<file path="config.mk">
export PLATFORM = sky130hd
export DESIGN_NAME = max_pool_2x2
export DESIGN_NICKNAME = d
export VERILOG_FILES = /design/src/rtl/cnn_pkg.sv /design/src/rtl/pool_line_buffer.sv /design/src/rtl/max_pool_2x2.sv
export SDC_FILE = /design/constraint.sdc
export NUM_CORES = 2
export LEC_CHECK = 0
export CORE_ASPECT_RATIO = 1.75
export CORE_UTILIZATION = 26
export DETAILED_ROUTE_END_ITERATION = 8
export HOLD_SLACK_MARGIN = 0.08
export PLACE_DENSITY = 0.41
export SLEW_MARGIN = 25
export SYNTH_ARGS = -nofsm -noshare
export SYNTH_HDL_FRONTEND = slang
export SYNTH_HIERARCHICAL = 1
export SYNTH_SLANG_ARGS = --single-unit
</file>
<file path="constraint.sdc">
create_clock -name clk -period 10.2 [get_ports clk]
set_clock_uncertainty 0.15 [all_clocks]
set_input_delay 1.02 -clock clk [delete_from_list [all_inputs] [get_ports clk]]
set_output_delay 1.02 -clock clk [all_outputs]
set_load 0.005 [all_outputs]
</file>
<file path="src/rtl/cnn_pkg.sv">
// Shared definitions for the CNN pixel pipeline: pixel width, pixel type,
// frame geometry and the unsigned max helper used by the pooling stages.
package cnn_pkg;

  localparam int WORD_SIZE      = 8;
  localparam int FRAME_ROW_SIZE = 538;
  localparam int FRAME_NUM_ROWS = 538;

  typedef logic [WORD_SIZE-1:0] pixel_t;

  // Unsigned compare at pixel width; on a tie either operand is the answer.
  function automatic pixel_t pix_max(input pixel_t a, input pixel_t b);
    return (a >= b) ? a : b;
  endfunction

endpackage

</file>
<file path="src/rtl/pool_line_buffer.sv">
// Half-width line of partial 2x2 maxima: one write port, one asynchronous
// read port, no reset so it maps onto distributed RAM.
module pool_line_buffer
  import cnn_pkg::*;
#(
  parameter int DEPTH = 269,
  parameter int AW    = 9
) (
  input  logic          clk,
  input  logic          we,
  input  logic [AW-1:0] waddr,
  input  pixel_t        wdata,
  input  logic [AW-1:0] raddr,
  output pixel_t        rdata
);

  pixel_t mem [DEPTH];

  // Top-row pair maxima are captured on even rows only.
  always_ff @(posedge clk) begin
    if (we) mem[waddr] <= wdata;
  end

  assign rdata = mem[raddr];

endmodule

</file>
<file path="src/rtl/max_pool_2x2.sv">
// 2x2 stride-2 max pooling over a raster pixel stream. Even rows park the
// horizontal pair maximum in a half-width line buffer; odd rows combine the
// current pair with that entry and emit one registered pooled pixel.
module max_pool_2x2
  import cnn_pkg::*;
#(
  parameter int WORD_SIZE = cnn_pkg::WORD_SIZE,
  parameter int ROW_SIZE  = cnn_pkg::FRAME_ROW_SIZE,
  parameter int NUM_ROWS  = cnn_pkg::FRAME_NUM_ROWS
) (
  input  logic                 clk,
  input  logic                 rst,
  input  logic [WORD_SIZE-1:0] in_pixel,
  input  logic                 in_valid,
  input  logic                 in_sof,
  output logic [WORD_SIZE-1:0] out_pixel,
  output logic                 out_valid,
  output logic                 out_eol,
  output logic                 frame_done
);

  localparam int  HALF     = ROW_SIZE / 2;
  localparam int  CW       = (ROW_SIZE > 2) ? $clog2(ROW_SIZE) : 2;
  localparam int  AW       = CW - 1;
  localparam int  RW       = (NUM_ROWS > 1) ? $clog2(NUM_ROWS) : 1;
  localparam bit  HAS_PAIR = (NUM_ROWS >= 2);
  // An odd trailing row never gets a partner, so the frame ends one row early.
  localparam int  LAST_ODD = (NUM_ROWS % 2 == 1) ? NUM_ROWS - 2 : NUM_ROWS - 1;

  localparam logic [CW-1:0] COL_LAST     = CW'(ROW_SIZE - 1);
  localparam logic [RW-1:0] ROW_LAST     = RW'(NUM_ROWS - 1);
  localparam logic [RW-1:0] ROW_LAST_ODD = RW'(HAS_PAIR ? LAST_ODD : 0);

  if (ROW_SIZE < 2 || (ROW_SIZE % 2) != 0) begin : g_bad_row_size
    $error("max_pool_2x2: ROW_SIZE must be even and >= 2");
  end
  if (NUM_ROWS < 1) begin : g_bad_num_rows
    $error("max_pool_2x2: NUM_ROWS must be >= 1");
  end
  if (WORD_SIZE != $bits(pixel_t)) begin : g_bad_word_size
    $error("max_pool_2x2: WORD_SIZE must match the pipeline pixel width");
  end

  logic [CW-1:0] col, col_eff;
  logic [RW-1:0] row, row_eff;
  logic [AW-1:0] lb_addr;
  pixel_t        pair, pair_max, lb_rdata, win_max;
  logic          lb_we, emit, col_end;

  // A start-of-frame beat is always position (0,0); stale partial windows die here.
  always_comb begin
    col_eff = col;
    row_eff = row;
    if (in_sof) begin
      col_eff = '0;
      row_eff = '0;
    end
  end

  assign col_end  = (col_eff == COL_LAST);
  assign lb_addr  = col_eff[CW-1:1];
  assign pair_max = pix_max(pair, in_pixel);
  assign win_max  = pix_max(pair_max, lb_rdata);
  assign lb_we    = in_valid & col_eff[0] & ~row_eff[0];
  assign emit     = in_valid & col_eff[0] & row_eff[0] & HAS_PAIR;

  pool_line_buffer #(
    .DEPTH (HALF),
    .AW    (AW)
  ) u_line_buffer (
    .clk   (clk),
    .we    (lb_we),
    .waddr (lb_addr),
    .wdata (pair_max),
    .raddr (lb_addr),
    .rdata (lb_rdata)
  );

  // Raster position; idle cycles leave it untouched.
  always_ff @(posedge clk or negedge rst) begin
    if (!rst) begin
      col <= '0;
      row <= '0;
    end else if (in_valid) begin
      if (col_end) begin
        col <= '0;
        row <= (row_eff == ROW_LAST) ? '0 : row_eff + 1'b1;
      end else begin
        col <= col_eff + 1'b1;
        row <= row_eff;
      end
    end
  end

  // Left pixel of each horizontal pair waits here for its right neighbour.
  always_ff @(posedge clk or negedge rst) begin
    if (!rst) begin
      pair <= '0;
    end else if (in_valid && !col_eff[0]) begin
      pair <= in_pixel;
    end
  end

  // Registered pooled output; the pixel holds between emissions, flags pulse.
  always_ff @(posedge clk or negedge rst) begin
    if (!rst) begin
      out_pixel  <= '0;
      out_valid  <= 1'b0;
      out_eol    <= 1'b0;
      frame_done <= 1'b0;
    end else begin
      out_valid  <= emit;
      out_eol    <= emit & col_end;
      frame_done <= emit & col_end & (row_eff == ROW_LAST_ODD);
      if (emit) out_pixel <= win_max;
    end
  end

endmodule

</file>
==> summary.md <==
| Metric | Value |
|---|---|
| Antenna viol nets, final | `0` |
| CP Class | `primary input to register` |
| Via-per-instance ratio | `4.72` |
| RSZ-0062 raised after global routing | `false` |
| DPL Wire Length | `175000 um` |
| Max-Cap Viols | `0` |
| H-tree depth | `4` |
| Routed wire length | `268000 um` |
| Required @ worst endpoint | `10770 ps` |
| Cell count after synthesis | `4202` |
| Slew HR | `0.245` |
| Sink Count | `2191` |
| Max Freq | `0.155 GHz` |
| Critical path endpoint category | `register` |
| Congestion Overflow GR | `0` |
| EDFF count, synth | `2152` |
| Synthesized flop and latch total | `2191` |
| Failing checks | `design-rule violations` |
| P_leak | `28.9 nW` |
| Placed cell areas | `91700 um2` |
| Post_cts resized | `0` |
| Commonest non-fill, non-tap cell in the layout | `edfxtp_1` |
| CTS tree | `done` |
| Reg clk slew, reported paths | `70 ps` |
| Fin cells | `8804` |
| Mapped Avg Cell Area | `20.5 um2` |
| Largest net degree at the start of global routing | `127` |
| Hold WC Path Type | `register to register` |
| Outcome | `finished with violations` |
| Synth cell types | `66` |
| Num CTS Buffers | `203` |
| Share of layout cells above drive strength 1 | `0.221` |
| Post-CTS Setup Repair Bufs | `0` |
| Synth Net Count | `4234` |
| Async SR Flop Fraction | `0.0178` |
| Initial antenna violation count | `5` |
| Max VDD drop | `0.000147 V` |
| Worst Path Arrival | `7030 ps` |
| Max Buffers Root-to-Sink | `4` |
| Setup crit start kind | `primary input` |
| Total Routing Usage GR | `0.158` |
| Total Power | `20.1 mW` |
| Pwr/cell area | `205 nW/um2` |
| Placed insts | `8443` |
| Worst skew pair latency | `860 ps` |
| Post-Route Setup TNS | `0 ps` |
| Global-route wire length before repair | `372000 um` |
| Initial core utilization | `0.261` |
| P&R area growth vs syn | `13.7%` |
| Initial DRC count | `2829` |
| DRC Markers | `16` |
| Port Buffer Count | `22` |
| Final hold violation count | `0` |
| Final worst-path cycle share | `0.634` |
| Synthesized area | `86200 um2` |
| Sequential cell area fraction in the yosys report | `0.761` |
| Fin area | `98000 um2` |
| Vias | `41600` |
| Root buffer cell | `clkbuf_16` |
| Drt wl/cell | `30.4 um` |
| Die ar. | `334000 um2` |
| Vias in the first global route | `44800` |
| Commonest cells after routing, fill and taps aside | `edfxtp_1 (2152), mux4_2 (477), nor2_1 (265)` |
| Routability cong. | `0.818` |
| Filler Cells Inserted | `32100` |
| Rows | `279` |
| Ys Warns | `6` |
| Core ar. | `330000 um2` |
| Worst-margin pin slew | `1120 ps` |
| Final nets | `4327` |
| Min Tclk post-route | `6470 ps` |
| Die height | `764 um` |
| Final hold slack | `371 ps` |
| IO Pins | `23` |
| Synth Flop Type | `edfxtp_1` |
| First-pass iteration count of the detailed router | `7` |
| Die extent in x | `437 um` |
| Final number of max-transition violations | `0` |
| # setup viols final | `0` |
| CP max FO | `34` |
[cell usage after synthesis, drive strengths merged, types with 30 or more instances]
master | instances | area [um2]
a21oi | 75 | 390
dfrtp | 39 | 976
nand3 | 49 | 245
o21ai | 51 | 255
buf | 129 | 1020
nor2b | 30 | 188
o221ai | 76 | 672
inv | 35 | 131
mux4 | 486 | 11000
o22ai | 48 | 300
mux2 | 31 | 349
nor2 | 304 | 1140
a22oi | 50 | 375
edfxtp | 2152 | 64600
nand2 | 102 | 383
nor3 | 45 | 225
mux2i | 196 | 1960
clkbuf | 115 | 432
[worst max-delay path, stage by stage]
cell      delay, ps
buf_2            90
buf_4           390
nor2b_4         110
inv_6           520
nand2_1         810
o221ai_1        690
nand4_1         300
a211oi_2        750
a31oi_1         380
o32a_1          410
inv_1           110
ha_1            240
a2111o_1        370
a21oi_1         200
nand2b_1        340
o221ai_1        160
[report_power, final]
| group | internal (mW) | total [mW] | switching [mW] |
|---|---|---|---|
| registers | 10.3 | 10.3 | 0.0149 |
| logic | 0.714 | 2.31 | 1.60 |
| clock network | 4.08 | 7.45 | 3.38 |
| total | 15.1 | 20.1 | 4.99 |
[registers in the layout (all words and copies together) (netlist names)]
name / flops
frame_done: 1
out_valid: 1
col: 10
out_pixel: 8
pair: 8
out_eol: 1
row: 10
u_line_buffer/mem: 2152
[final timing paths]
kind	start	to	slack, ps	cells past startpoint
min in group asynchronous	rst	frame_done	640	3
max in group asynchronous	rst	pair[0]	8810	3
worst min-delay path	col[0]	col[0]	370	1
worst max-delay path	in_sof	out_pixel[1]	3730	16
worst max register to register	col[2]	out_pixel[1]	3800	15
worst min register to register	col[0]	col[0]	370	1
[cells by family (layout without fill, tap and decap cells)]
group | Yosys count | after routing | synth area share
adders and majority gates | 20 | 20 | 0.00290
AOI/OAI and AO/OA | 403 | 403 | 0.0328
other | 0 | 2 | 0
buffers and inverters | 281 | 526 | 0.0184
and+or+nand+nor | 593 | 593 | 0.0304
DFF | 2191 | 2191 | 0.761
muxes | 713 | 713 | 0.154
xor gates and xnor gates | 1 | 1 | 0.000102
[metrics by stage]
stage | util | worst slack [ps]
2_1_floorplan | - | 3080
3_3_place_gp | 0.277 | 2200
3_5_place_dp | 0.278 | 2720
4_1_cts | 0.297 | 3710
5_1_grt | 0.297 | 3590
6_report | 0.297 | 3730
[metal layers]
| layer | share of wire | track usage |
|---|---|---|
| met1 | 0.35 | 0.164 |
| met2 | 0.58 | 0.318 |
| met3 | 0.027 | 0.0145 |
| met4 | 0.045 | 0.0655 |
| met5 | 0 | 0 |
[area by class of cell]
class / count / area, um2 / share of cell area
clock buffer: 257 / 5390 / 0.0550
sequential: 2191 / 65600 / 0.670
antenna: 2 / 5.00 / 0.0000511
clock inverter: 100 / 833 / 0.00851
tap: 4355 / 5450 / 0.0556
inverter: 37 / 211 / 0.00216
multi-input combinational: 1730 / 19300 / 0.197
timing repair buffer: 132 / 1190 / 0.0121
[timing repair]
| item | CTS | global route |
|---|---|---|
| hold buffers | 1 | 0 |
| endpoints found under the setup margin | 0 | 0 |
| hold endpoints to repair | 5 | 0 |
Power figures use the tool's default switching activity.
